`config.mk`:
```
export PLATFORM = sky130hd
export DESIGN_NAME = free_list
export DESIGN_NICKNAME = d
export VERILOG_FILES = /design/src/rtl/free_list_pkg.sv /design/src/rtl/free_list.sv
export SDC_FILE = /design/constraint.sdc
export NUM_CORES = 1
export LEC_CHECK = 0
export CAP_MARGIN = 20
export CORE_ASPECT_RATIO = 1.4
export CORE_UTILIZATION = 56
export CTS_CLUSTER_SIZE = 24
export DETAILED_ROUTE_END_ITERATION = 6
export PLACE_DENSITY_LB_ADDON = 0.3
export SLEW_MARGIN = 20
export SYNTH_ARGS = -nofsm -noshare
export SYNTH_HDL_FRONTEND = slang
export SYNTH_SLANG_ARGS = --single-unit
```
`constraint.sdc`:
```
create_clock -name clk -period 6.1 [get_ports clk]
set_input_delay 1.22 -clock clk [delete_from_list [all_inputs] [get_ports clk]]
set_output_delay 1.22 -clock clk [all_outputs]
set_load 0.02 [all_outputs]
```
`src/rtl/free_list_pkg.sv`:
```
// Shared rename/commit constants used by the physical-register free list.
// Holds the architectural register count and the default tag/queue widths.
package rv32i_types;

    localparam int NUM_ARCH_REGS        = 32;
    localparam int PHYS_TAG_BITS        = 6;
    localparam int FREE_LIST_DEPTH_BITS = 5;

    // True when the set bits of m form one run starting at bit 0 (0000, 0001, 0011, ...).
    function automatic logic mask_contiguous(input logic [3:0] m);
        return (m & (m + 4'd1)) == 4'd0;
    endfunction

endpackage

```
`src/rtl/free_list.sv`:
```
// Circular free list of physical register tags: rename pops from head, commit pushes at tail.
// Flush makes every storage entry free again by moving head onto the new tail.
module free_list
    import rv32i_types::*;
#(
    parameter int PR_BITS       = PHYS_TAG_BITS,
    parameter int FL_DEPTH_BITS = FREE_LIST_DEPTH_BITS,
    parameter int NSIZE         = 1
) (
    input  logic                            clk,
    input  logic                            rst,
    input  logic [NSIZE-1:0]                enqueue,
    input  logic [NSIZE-1:0][PR_BITS-1:0]   din,
    input  logic [NSIZE-1:0]                dequeue,
    output logic [NSIZE-1:0][PR_BITS-1:0]   dout,
    input  logic                            flush,
    output logic [FL_DEPTH_BITS:0]          elemcount,
    output logic [FL_DEPTH_BITS:0]          freespace
);

    localparam int                DEPTH   = 1 << FL_DEPTH_BITS;
    localparam int                PTR_W   = FL_DEPTH_BITS + 1;
    localparam logic [PTR_W-1:0]  DEPTH_P = PTR_W'(DEPTH);
    localparam logic [PTR_W-1:0]  ONE_P   = PTR_W'(1);

    logic [PTR_W-1:0]          head_q, head_d;
    logic [PTR_W-1:0]          tail_q, tail_d;
    logic [PR_BITS-1:0]        mem_q [DEPTH];
    logic [PR_BITS-1:0]        mem_d [DEPTH];
    logic [NSIZE-1:0]          enq_ok;
    logic [PTR_W-1:0]          enq_cnt;
    logic [PTR_W-1:0]          deq_cnt;
    logic [FL_DEPTH_BITS-1:0]  widx [NSIZE];

    assign elemcount = tail_q - head_q;
    assign freespace = DEPTH_P - elemcount;

    genvar gi;
    generate
        for (gi = 0; gi < NSIZE; gi++) begin : g_port
            logic [PTR_W-1:0] rptr;
            logic [PTR_W-1:0] wptr;
            assign rptr     = head_q + PTR_W'(gi);
            assign wptr     = tail_q + PTR_W'(gi);
            assign widx[gi] = wptr[FL_DEPTH_BITS-1:0];
            assign dout[gi] = mem_q[rptr[FL_DEPTH_BITS-1:0]];
        end
    endgenerate

    // Grants use start-of-cycle counts, so a tag pushed this cycle cannot be popped until next cycle.
    always_comb begin
        enq_ok  = '0;
        enq_cnt = '0;
        deq_cnt = '0;
        for (int i = 0; i < NSIZE; i++) begin
            if (enqueue[i] && (PTR_W'(i) < freespace)) begin
                enq_ok[i] = 1'b1;
                enq_cnt   = enq_cnt + ONE_P;
            end
            if (dequeue[i] && !flush && (PTR_W'(i) < elemcount)) begin
                deq_cnt = deq_cnt + ONE_P;
            end
        end
    end

    always_comb begin
        mem_d = mem_q;
        for (int i = 0; i < NSIZE; i++) begin
            if (enq_ok[i]) begin
                mem_d[widx[i]] = din[i];
            end
        end
    end

    always_comb begin
        tail_d = tail_q + enq_cnt;
        if (flush) begin
            head_d = {~tail_d[PTR_W-1], tail_d[PTR_W-2:0]};
        end else begin
            head_d = head_q + deq_cnt;
        end
    end

    always_ff @(posedge clk or posedge rst) begin
        if (rst) begin
            head_q <= '0;
            tail_q <= DEPTH_P;
            for (int k = 0; k < DEPTH; k++) begin
                mem_q[k] <= PR_BITS'(NUM_ARCH_REGS + k);
            end
        end else begin
            head_q <= head_d;
            tail_q <= tail_d;
            mem_q  <= mem_d;
        end
    end

`ifndef SYNTHESIS
    // Overflow only warns: the excess pushes are dropped by design and recovery continues.
    always_ff @(posedge clk) begin
        if (!rst) begin
            assert (mask_contiguous(4'(enqueue)))
                else $error("free_list: enqueue mask is not contiguous from bit 0");
            assert (mask_contiguous(4'(dequeue)))
                else $error("free_list: dequeue mask is not contiguous from bit 0");
            assert (PTR_W'($countones(enqueue)) <= freespace)
                else $warning("free_list: enqueue exceeds freespace, excess pushes dropped");
        end
    end
`endif

endmodule

```
==> qor_table.md, run 1 <==
| Metric | This run | Unit |
|---|---|---|
| Run status | finished, final reports clean | - |
| Leakage power | 4.766 | nW |
| Worst slew margin | 45.26 | % |
| Worst hold margin | 0.4923 | ns |
| Number of buffers inserted to repair setup after CTS | 0 | - |
| Dominant synthesized flop cell | sky130_fd_sc_hd__dfstp_2 | - |
| Post-synth EDFFs | 0 | - |
| Register clock-pin slew on the reported worst setup and hold paths | 0.06 | ns |
| Average cell area after synthesis | 15.33 | um2 |
| Share of the clock period used by the worst path | 83.62 | % |
| Area Growth Syn to Fin | 11.71 | % |
| Antenna fix cells | 0 | - |
| Number of buffers created by CTS | 21 | - |
| Worst Setup Slack, final | 0.9994 | ns |
| Routability Congestion | 0.8411 | - |
| Master cell of the clock root buffer | sky130_fd_sc_hd__clkbuf_16 | - |
| Signal arrival time at the worst endpoint | 3.88 | ns |
| Maximum fanout count along the critical path | 19 | - |
| HPWL after detailed placement | 14970 | um |
| Share of post-route cells with drive strength above 1 | 61.77 | % |
| Source of the worst register-to-register timing path | head_q[2]$_DFF_PP0_ | - |
| Power density cells | 644.5 | nW/um2 |
| Capture point of the worst reg-to-reg path | head_q[4]$_DFF_PP0_ | - |
| Starting density of the core | 57.83 | % |
| Met3 layer wire length in the routed design | 1031 | um |
| Crit path required time | 4.88 | ns |
| Placeable core area | 17470 | um2 |
| Global-route total usage across every layer | 26.38 | % |
| Via count | 5714 | - |
| H-tree levels | 1 | - |
| Total gr overflow | 0 | - |
| Measured slew at the worst slew-check pin | 0.8184 | ns |
| Leading cell types by total area after synthesis | sky130_fd_sc_hd__dfstp_2 (29%), sky130_fd_sc_hd__dfrtp_1 (23%), sky130_fd_sc_hd__mux2_2 (19%) | - |
| Filler cell count | 1267 | - |
| Max-slew violation count | 0 | - |
| Hold-fix buffers, CTS | 0 | - |
| Site Rows | 57 | - |
| Post-detailed-route via-to-cell ratio | 6.184 | - |
| Unrepaired setup endpoints after global routing | false | - |
| Count of buffers from port buffering | 28 | - |
| Total routed wire length on the met1 layer | 8588 | um |
| Synth top area share | 29.38 | % |
| CP startpoint kind | register | - |
| Cell depth of the worst flop-to-flop path | 14 | - |
| Most frequent cell after synthesis | sky130_fd_sc_hd__mux2_2 | - |
| Kind of end point of the critical path | output pin | - |
| Count of unresolved DRC violations after routing | 0 | - |
| Number of library cell types mapped by synthesis | 41 | - |
| Drt initial violations | 303 | - |
| Ports placed on the boundary | 29 | - |
| Cell taking the most area after synthesis | sky130_fd_sc_hd__dfstp_2 | - |
| Footprint of the flip-flops and latches | 5251 | um2 |
| Die Span X | 115.5 | um |
| Setup TNS Final | 0 | ns |
| Worst slack, placed | 1.484 | ns |
| Most instantiated cells after synthesis | sky130_fd_sc_hd__mux2_2 (171), sky130_fd_sc_hd__dfstp_2 (113), sky130_fd_sc_hd__dfrtp_1 (91) | - |
| TritonCTS clock tree | done | - |
| Synth Register Bits | 204 | - |
| Number of nets in the finished design | 696 | - |
| Hold wc startpoint | mem_q[6]$_DFFE_PP0P_ | - |
| Kind of critical path | reg2out | - |
| Max rail drop VDD | 0.5035 | mV |
| Count of synthesis-stage warnings from yosys | 0 | - |
| Sinks on the clock net | 204 | - |
| Vias in the first global route | 6367 | - |
| Count of mapped cells out of synthesis | 659 | - |
| Maximum clock insertion buffer count | 3 | - |
| Clock latency on the worst-skew pair | 0.51 | ns |
| Count of antenna-violating nets left after detailed routing | 0 | - |
| Total of cells resized after clock tree synthesis | 0 | - |
| Mean routed wirelength per cell | 24.73 | um |
| Total setup violations reported at the end of the flow | 0 | - |
| Final number of hold-violating endpoints | 0 | - |
| Synthesized cell area | 10100 | um2 |
| Highest metal layer with signal wires | met4 | - |
| Worst Clk Skew | 0.01528 | ns |
| Worst min-delay path category | reg2reg | - |
| Sequential element share of the synthesized area | 51.92 | % |
| Number of max-cap violations | 0 | - |
| DR pass1 iterations | 4 | - |
| Met2 wire len | 12130 | um |
| Wire length of the first global-routing pass | 36340 | um |
| Setup slack of the most critical reg-to-reg path | 1.59 | ns |
| Antenna violations before repair | 0 | - |
| Post-synth net total | 682 | - |
| Area enclosed by the die boundary | 18590 | um2 |
| Hold-critical path endpoint | mem_q[6]$_DFFE_PP0P_ | - |
| DIE HEIGHT | 160.9 | um |
| Area of the multi-input gates | 4657 | um2 |
| Worst hold stages | 1 | - |
| Post-synthesis async set-or-reset flop share | 100.0 | % |
| Largest net degree at the start of global routing | 205 | - |
| Maximum frequency from static timing analysis | 196.1 | MHz |
| Final Critical Period | 5.101 | ns |
| Post-Route WL | 22860 | um |
==> layer usage <==
metal,GRT usage (%),up-vias
met3,3.774,53
met2,45.62,133
li1,-,2502
met1,32.00,3026
met4,12.81,0
met5,0,-
==> worst max-delay path: stages (launching register included) <==
cell and delay, ns:
sky130_fd_sc_hd__dfrtp_1 0.87, sky130_fd_sc_hd__inv_1 0.15, sky130_fd_sc_hd__ha_1 0.41, sky130_fd_sc_hd__xor2_2 0.37
sky130_fd_sc_hd__nand3_1 0.23, sky130_fd_sc_hd__nor3_2 0.49, sky130_fd_sc_hd__xor2_4 0.21, sky130_fd_sc_hd__clkdlybuf4s50_1 0.63
==> sequential cells by signal, summed over array words and instances (netlist names) <==
name and flops:
tail_q 6, head_q 6, mem_q 192
==> final cells by class <==
cell class	instances	area share [%]
clock buffers	32	5.642
clock inverters	6	0.5653
inverters	10	0.3658
multi-input cells	400	41.25
flip-flops and latches	204	46.52
well taps	236	2.616
repair buffers	36	3.037
==> per-stage QoR <==
| step | cell area, um2 | utilization, % | total power, mW | std cells |
|---|---|---|---|---|
| floorplan | 10110 | - | 4.851 | 659 |
| global placement | 10590 | 60.59 | 5.841 | 885 |
| detailed placement | 10580 | 60.54 | 5.999 | 885 |
| CTS | 11280 | 64.55 | 7.311 | 923 |
| global route | 11290 | 64.60 | 7.652 | 924 |
| finish | 11290 | 64.60 | 7.276 | 924 |
==> cell usage in the layout (no fill, tap or decap), types with 3 or more instances in the layout <==
cell type                         count
sky130_fd_sc_hd__a21oi_1              6
sky130_fd_sc_hd__and3_1               3
sky130_fd_sc_hd__buf_2                6
sky130_fd_sc_hd__buf_4                6
sky130_fd_sc_hd__clkbuf_1             4
sky130_fd_sc_hd__clkbuf_16           21
sky130_fd_sc_hd__clkbuf_8             7
sky130_fd_sc_hd__clkdlybuf4s50_1     22
sky130_fd_sc_hd__clkinvlp_4           3
sky130_fd_sc_hd__dfrtp_1             89
sky130_fd_sc_hd__dfstp_2            113
sky130_fd_sc_hd__ha_1                11
sky130_fd_sc_hd__inv_1                7
sky130_fd_sc_hd__mux2_1              23
sky130_fd_sc_hd__mux2_2             171
sky130_fd_sc_hd__mux2i_1              6
sky130_fd_sc_hd__mux4_2              55
sky130_fd_sc_hd__nand2_1             25
sky130_fd_sc_hd__nand3_1              8
sky130_fd_sc_hd__nor2_1              11
sky130_fd_sc_hd__nor3_1               3
sky130_fd_sc_hd__nor3b_1              4
sky130_fd_sc_hd__o211ai_1             4
sky130_fd_sc_hd__o211ai_2            29
sky130_fd_sc_hd__o21ai_0              6
sky130_fd_sc_hd__xnor2_1              7
sky130_fd_sc_hd__xor2_1               7
==> worst max-delay path by stage <==
stage                     slack [ns]                start            to
after CTS                       0.95  head_q[0]$_DFF_PP0_  freespace[5]
final                            1.0  head_q[2]$_DFF_PP0_  freespace[5]
after global routing            0.82  head_q[2]$_DFF_PP0_  freespace[5]
after floorplan                 2.12  head_q[1]$_DFF_PP0_  freespace[5]
after detailed placement        1.48  head_q[0]$_DFF_PP0_  freespace[5]
after global placement          1.60  head_q[0]$_DFF_PP0_  freespace[5]
==> power breakdown <==
group          internal (mW)  switching [mW]
logic                   1.63            1.79
clock network          0.764           0.519
registers               2.13           0.450
total                   4.52            2.76
==> cells by family (layout without fill, tap and decap cells) <==
kind of cell	count (synthesis)	count (layout)	synth area share, %
muxes	255	255	34.47
DFF	204	204	51.92
and+or+nand+nor	64	64	3.059
buffers and inverters	55	84	2.241
AOI/OAI and AO/OA	53	53	5.213
xor gates and xnor gates	16	16	1.535
adders and majority gates	12	12	1.560
(Power assumes the default switching activity.)
==> run 2, diff against run 1 <==
clock period = 4.5 ns   (was 6.1 ns; I/O delays follow)
==> run 2 against run 1 <==
Non-clock buffer count grew 3. Design area rose by 0.48%. Flip-flop and latch count unchanged. Critical path type unchanged. Critical endpoint unchanged.
==> qor_table.md, run 2 (synthesis gave the netlist of run 1 again) <==
| Metric | This run | Unit | vs previous |
|---|---|---|---|
| Run status | finished, final reports clean | - |  |
| Critical Path Max Stage Delay | 0.66 | ns | -0.21 ns |
| Share of post-route cells with drive strength above 1 | 61.88 | % | +0.11 points |
| Total gr overflow | 0 | - | unchanged |
| Ports placed on the boundary | 29 | - | unchanged |
| Sinks on the clock net | 204 | - | unchanged |
| Clock latency on the worst-skew pair | 0.49 | ns | -0.02 ns |
| Global-route total usage across every layer | 25.51 | % | -0.86 points |
| Register clock-pin slew on the reported worst setup and hold paths | 0.06 | ns | about the same |
| Worst setup startpoint | head_q[0]$_DFF_PP0_ | - |  |
| Master cell of the clock root buffer | sky130_fd_sc_hd__clkbuf_16 | - |  |
| Die Span X | 115.5 | um | unchanged |
| Worst min-delay path category | reg2reg | - |  |
| Unrepaired setup endpoints after global routing | false | - |  |
| Area after DPL | 10660 | um2 | +0.73% |
| Finished Cell Area | 11340 | um2 | +0.48% |
| Measured slew at the worst slew-check pin | 0.8131 | ns | -0.005293 ns |
| Signal arrival time at the worst endpoint | 3.44 | ns | -0.44 ns |
| Area Growth Syn to Fin | 12.25 | % |  |
| Crit path required time | 3.60 | ns | -1.28 ns |
| Post-route insts no fill | 926 | - | +0.22% |
| Antenna fix cells | 0 | - | unchanged |
| Final number of hold-violating endpoints | 0 | - | unchanged |
| Total setup violations reported at the end of the flow | 0 | - | unchanged |
| Worst slew margin | 45.79 | % | +0.53 points |
| Largest net degree at the start of global routing | 125 | - | -39% |
| Hold wc startpoint | mem_q[106]$_DFFE_PP0P_ | - |  |
| Number of cells after detailed placement | 889 | - | +0.45% |
| Post-detailed-route via-to-cell ratio | 6.198 | - | +0.22% |
| Kind of critical path | reg2out | - |  |
| Largest registers ranked by flip-flop count | mem_q: 192 flops, head_q: 6 flops, tail_q: 6 flops | - |  |
| Number of buffers created by CTS | 21 | - | unchanged |
| Reg with most FFs | mem_q | - |  |
| Vias in the first global route | 6472 | - | +1.6% |
| Maximum clock insertion buffer count | 3 | - | unchanged |
| Site Rows | 57 | - | unchanged |
| DIE HEIGHT | 160.9 | um | unchanged |
| Wire length of the first global-routing pass | 35470 | um | -2.4% |
| Setup TNS Final | 0 | ns | unchanged |
| Power density cells | 867.2 | nW/um2 | +35% |
| Antenna violations before repair | 0 | - | unchanged |
| Routability Congestion | 0.7999 | - | -4.9% |
| Post-Route WL | 22110 | um | -3.3% |
| Slowest cell on the critical path | sky130_fd_sc_hd__clkdlybuf4s50_1 | - |  |
| Leakage power | 4.798 | nW | +0.67% |
| Max reg flops | 192 | - | unchanged |
| Area enclosed by the die boundary | 18590 | um2 | unchanged |
| Hold-fix buffers, CTS | 0 | - | unchanged |
| Util after Layout | 64.91 | % | +0.31 points |
| Placeable core area | 17470 | um2 | unchanged |
| Via count | 5739 | - | +0.44% |
| Most used cells in the layout excluding fill and tap cells | sky130_fd_sc_hd__mux2_2 (171), sky130_fd_sc_hd__dfstp_2 (113), sky130_fd_sc_hd__dfrtp_1 (89) | - |  |
| Final Critical Period | 4.337 | ns |  |
| Count of antenna-violating nets left after detailed routing | 0 | - | unchanged |
| Worst Clk Skew | 0.01229 | ns | -0.002986 ns |
| H-tree levels | 1 | - | unchanged |
| Max-slew violation count | 0 | - | unchanged |
| HPWL after detailed placement | 14560 | um | -2.7% |
| CP startpoint kind | register | - |  |
| TritonCTS clock tree | done | - |  |
| Mean routed wirelength per cell | 23.87 | um | -3.5% |
| Drt initial violations | 302 | - | -0.33% |
| Number of nets in the finished design | 699 | - | +0.43% |
| Starting density of the core | 57.83 | % | unchanged |
| Number of max-cap violations | 0 | - | unchanged |
| DR pass1 iterations | 4 | - | unchanged |
| Max rail drop VDD | 0.6389 | mV | +27% |
| Kind of end point of the critical path | output pin | - |  |
| Most common library cell in the layout ignoring fill and taps | sky130_fd_sc_hd__mux2_2 | - |  |
| Maximum frequency from static timing analysis | 230.6 | MHz |  |
| Count of buffers from port buffering | 28 | - | unchanged |
| Share of the clock period used by the worst path | 96.37 | % |  |
| Cells traversed along the worst timing path | ha_1 -> fa_1 -> nand2b_1 -> a21oi_1 -> xor2_1 -> nor3_4 -> xor2_4 -> clkdlybuf4s50_1 | - |  |
| Maximum fanout count along the critical path | 5 | - | -14 |
| Count of unresolved DRC violations after routing | 0 | - | unchanged |
| Source of the worst register-to-register timing path | head_q[0]$_DFF_PP0_ | - |  |
-- run 2: critical path, delay by kind of cell, from the launching register on --
| family | cells | cell delay [ns] |
|---|---|---|
| compound gates | 1 | 0.15 |
| fa+ha+maj | 2 | 0.66 |
| buf+inv | 1 | 0.66 |
| simple gates | 2 | 0.32 |
| flops | 1 | 0.49 |
| xor+xnor | 2 | 0.66 |
-- run 2: layout make-up --
| cell class | instances | area (um2) |
|---|---|---|
| Fill cell | 1255 | 6131 |
| Tap cell | 236 | 295.3 |
| Multi-Input combinational cell | 400 | 4661 |
| Sequential cell | 204 | 5251 |
| Inverter | 10 | 41.29 |
| Timing Repair Buffer | 39 | 387.9 |
| Clock inverter | 9 | 103.9 |
| Clock buffer | 28 | 601.8 |
-- run 2: where the power goes --
part	internal [mW]	switching (mW)	total, mW
combinational	2.24	2.50	4.74
clock	1.06	0.715	1.77
sequential	2.89	0.439	3.33
total	6.18	3.66	9.84
-- run 2: per-layer routing --
layer / vias to the layer above / wire [um] / GRT usage (%)
met5: - / 0 / 0
met4: 0 / 857 / 10.86
met3: 45 / 668 / 3.283
met2: 101 / 12120 / 46.71
met1: 3089 / 8460 / 29.42
li1: 2504 / - / -
-- run 2: stage by stage --
stage                     hold slack (ns)  power [mW]  worst slack [ns]
after floorplan                    0.4587       6.576            0.7501
after global placement             0.4677       7.892            0.6375
after detailed placement           0.4814       8.097            0.4752
after CTS                          0.4957       9.884           0.01893
after global routing               0.5138       10.36          0.009851
final                              0.4891       9.836            0.1633
-- run 2: worst paths after layout --
| kind | endpoint | cells past startpoint | slack (ns) |
|---|---|---|---|
| worst max-delay path | freespace[5] | 8 | 0.16 |
| worst min-delay path | mem_q[106]$_DFFE_PP0P_ | 1 | 0.49 |
| worst max register to register | head_q[4]$_DFF_PP0_ | 15 | 0.57 |
| worst min register to register | mem_q[106]$_DFFE_PP0P_ | 1 | 0.49 |
| max in group asynchronous | head_q[0]$_DFF_PP0_ | 3 | 2.95 |
| min in group asynchronous | mem_q[128]$_DFFE_PP0P_ | 3 | 0.91 |
-- run 2: repair_timing --
action / 4_1_cts / 5_1_grt
buffers inserted: 0 / 0
resized for setup: 0 / 1
endpoints found under the setup margin: 0 / 1
==> run 3, diff against run 2 <==
CTS_CLUSTER_SIZE = not set   (was 24)
clock period = 3.5 ns   (was 4.5 ns; I/O delays follow)
==> run 3 against run 2 <==
Critical path depth unchanged. Register-to-register slack worse by 0.49 ns. Largest cell class unchanged. Design area increased by 5.3%. Sequential power grew 27%. Critical endpoint is now dout[1]. Clock power up 33%. Die area unchanged. Via count increased by 3.3%. Highest routed layer unchanged. Flip-flop and latch count did not move.
==> qor_table.md, run 3 (synthesis gave the netlist of run 1 again) <==
| Metric | This run | Unit | vs previous |
|---|---|---|---|
| Run status | finished, final reports clean | - |  |
| Mean routed wirelength per cell | 24.24 | um | +1.6% |
| Maximum clock insertion buffer count | 3 | - | unchanged |
| Placeable core area | 17470 | um2 | unchanged |
| Post-Route WL | 23400 | um | +5.8% |
| Clock latency on the worst-skew pair | 0.49 | ns | about the same |
| Highest metal layer with signal wires | met4 | - |  |
| Master cell of the clock root buffer | sky130_fd_sc_hd__clkbuf_16 | - |  |
| Count of buffers from port buffering | 28 | - | unchanged |
| Share of post-route cells with drive strength above 1 | 65.71 | % | +3.8 points |
| Share of the clock period used by the worst path | 98.33 | % |  |
| Drt initial violations | 403 | - | +33% |
| TritonCTS clock tree | done | - |  |
| Max rail drop VDD | 0.7306 | mV | +14% |
| Count of antenna-violating nets left after detailed routing | 0 | - | unchanged |
| Final number of hold-violating endpoints | 0 | - | unchanged |
| Number of nets in the finished design | 738 | - | +5.6% |
| Total routed wire length on the met1 layer | 9157 | um | +8.2% |
| Power density cells | 1187 | nW/um2 | +37% |
| Total setup violations reported at the end of the flow | 0 | - | unchanged |
| Global-route total usage across every layer | 26.05 | % | +0.54 points |
| Max-slew violation count | 0 | - | unchanged |
| Final Power | 14.17 | mW | +44% |
| Sinks on the clock net | 204 | - | unchanged |
| Antenna violations before repair | 0 | - | unchanged |
| Reg with most FFs | mem_q | - |  |
| Met2 wire len | 12400 | um | +2.3% |
| Final Critical Period | 3.442 | ns |  |
| Number of buffers created by CTS | 21 | - | unchanged |
| Wire length of the first global-routing pass | 36160 | um | +1.9% |
| Crit path required time | 2.80 | ns | -0.80 ns |
| H-tree levels | 1 | - | unchanged |
| Maximum fanout count along the critical path | 11 | - | +6 |
| Worst Setup Slack, final | 0.05833 | ns | -0.1049 ns |
| HPWL after detailed placement | 14810 | um | +1.7% |
| Worst min-delay path category | reg2reg | - |  |
| Dominant delay contributor by cell family on the critical path | multiplexers | - |  |
| Starting density of the core | 57.83 | % | unchanged |
| Count of unresolved DRC violations after routing | 0 | - | unchanged |
| Combined buffer and inverter count along the critical path | 4 | - | +3 |
| Number of max-cap violations | 0 | - | unchanged |
| Worst Clk Skew | 0.006168 | ns | -0.006124 ns |
| Util after Layout | 68.34 | % | +3.4 points |
| Area enclosed by the die boundary | 18590 | um2 | unchanged |
| DIE HEIGHT | 160.9 | um | unchanged |
| Site Rows | 57 | - | unchanged |
| Worst slew margin | 40.99 | % | -4.8 points |
| Cells traversed along the worst timing path | buf_12 -> buf_12 -> buf_16 -> mux4_2 -> mux4_2 -> nand2_1 -> nand2_1 -> buf_2 | - |  |
| Kind of end point of the critical path | output pin | - |  |
| Total gr overflow | 0 | - | unchanged |
| Ports placed on the boundary | 29 | - | unchanged |
| Kind of critical path | reg2out | - |  |
| CP startpoint kind | register | - |  |
| Most common library cell in the layout ignoring fill and taps | sky130_fd_sc_hd__mux2_2 | - |  |
| Most used cells in the layout excluding fill and tap cells | sky130_fd_sc_hd__mux2_2 (171), sky130_fd_sc_hd__dfstp_2 (113), sky130_fd_sc_hd__dfrtp_1 (88) | - |  |
| Largest registers ranked by flip-flop count | mem_q: 192 flops, head_q: 6 flops, tail_q: 6 flops | - |  |
| Setup slack of the most critical reg-to-reg path | 0.08 | ns | -0.49 ns |
| Critical Path Max Stage Delay | 0.58 | ns | -0.08 ns |
| Worst slack, placed | 0.03734 | ns | -0.4379 ns |
| Post-detailed-route via-to-cell ratio | 6.145 | - | -0.85% |
| Met3 layer wire length in the routed design | 938 | um | +40% |
| Via count | 5930 | - | +3.3% |
| Unrepaired setup endpoints after global routing | true | - |  |
| Slowest cell on the critical path | sky130_fd_sc_hd__mux4_2 | - |  |
| Area Growth Syn to Fin | 18.18 | % |  |
| Vias in the first global route | 6433 | - | -0.60% |
| Measured slew at the worst slew-check pin | 0.8832 | ns | +0.07011 ns |
| Leakage power | 5.099 | nW | +6.3% |
| Register clock-pin slew on the reported worst setup and hold paths | 0.06 | ns | about the same |
| Routability Congestion | 0.8267 | - | +3.4% |
| Antenna fix cells | 0 | - | unchanged |
| Hold-fix buffers, CTS | 0 | - | unchanged |
| Signal arrival time at the worst endpoint | 2.74 | ns | -0.70 ns |
| Die Span X | 115.5 | um | unchanged |
| Maximum frequency from static timing analysis | 290.6 | MHz |  |
| DR pass1 iterations | 4 | - | unchanged |
| Max reg flops | 192 | - | unchanged |
| Largest net degree at the start of global routing | 145 | - | +16% |
[run 3: changes by cell type in the layout (fill, tap and decap cells not counted), sizes merged, moves of 2 or more]
cell           change
dlygate4sd2        +3
buf               +38
clkdlybuf4s50      -7
clkdlybuf4s15      +2
[run 3: worst register-to-register path, stage by stage, from the launching register on]
cell	delay (ns)
sky130_fd_sc_hd__dfrtp_4	0.49
sky130_fd_sc_hd__ha_2	0.21
sky130_fd_sc_hd__fa_2	0.37
sky130_fd_sc_hd__nand2b_1	0.20
sky130_fd_sc_hd__a21oi_2	0.19
sky130_fd_sc_hd__xor2_2	0.19
sky130_fd_sc_hd__buf_4	0.16
sky130_fd_sc_hd__o2111a_1	0.23
sky130_fd_sc_hd__a41oi_4	0.07
sky130_fd_sc_hd__buf_12	0.20
sky130_fd_sc_hd__buf_12	0.18
sky130_fd_sc_hd__o211ai_2	0.40
sky130_fd_sc_hd__mux2_2	0.41
[run 3: what timing repair did]
item                                    in CTS  in global routing
cloned                                       3                  1
resized for setup                           43                 14
setup buffers                                5                 12
pin swaps                                    0                  3
endpoints found under the setup margin      11                 82
[run 3: final timing paths]
check / to / cells past startpoint / start
hold reg to reg: mem_q[114]$_DFFE_PP0P_ / 1 / mem_q[114]$_DFFE_PP0P_
hold / removal: mem_q[114]$_DFFE_PP0P_ / 1 / mem_q[114]$_DFFE_PP0P_
setup / recovery: dout[1] / 8 / head_q[0]$_DFF_PP0_
min in group asynchronous: mem_q[182]$_DFFE_PP0P_ / 3 / rst
max in group asynchronous: head_q[0]$_DFF_PP0_ / 3 / rst
setup reg to reg: mem_q[170]$_DFFE_PP0P_ / 12 / head_q[0]$_DFF_PP0_
[run 3: layout make-up]
class / count / area, um2
fillers: 1145 / 5532
repair buffers: 78 / 874.6
inverters: 10 / 41.29
clock buffers: 28 / 611.8
clock inverters: 9 / 126.4
well taps: 236 / 295.3
flip-flops and latches: 204 / 5253
multi-input cells: 400 / 4740
[run 3: per-layer routing]
layer	vias up	GRT usage, %
met5	-	0
met4	0	11.04
met3	52	3.358
met2	134	45.10
met1	3151	32.58
li1	2593	-
[run 3: where the power goes]
part	internal [mW]	switching (mW)
registers	3.71	0.516
logic	3.77	3.82
clock network	1.45	0.902
[run 3: metrics by stage]
stage / hold WS, ns / setup TNS (ns) / area [um2] / instances
after floorplan: 0.4587 / 0 / 10130 / 659
after global placement: 0.4696 / 0 / 10840 / 907
after detailed placement: 0.4856 / 0 / 10840 / 907
after CTS: 0.4994 / 0 / 11750 / 952
after global routing: 0.5179 / -0.02575 / 11940 / 965
final: 0.4992 / 0 / 11940 / 965
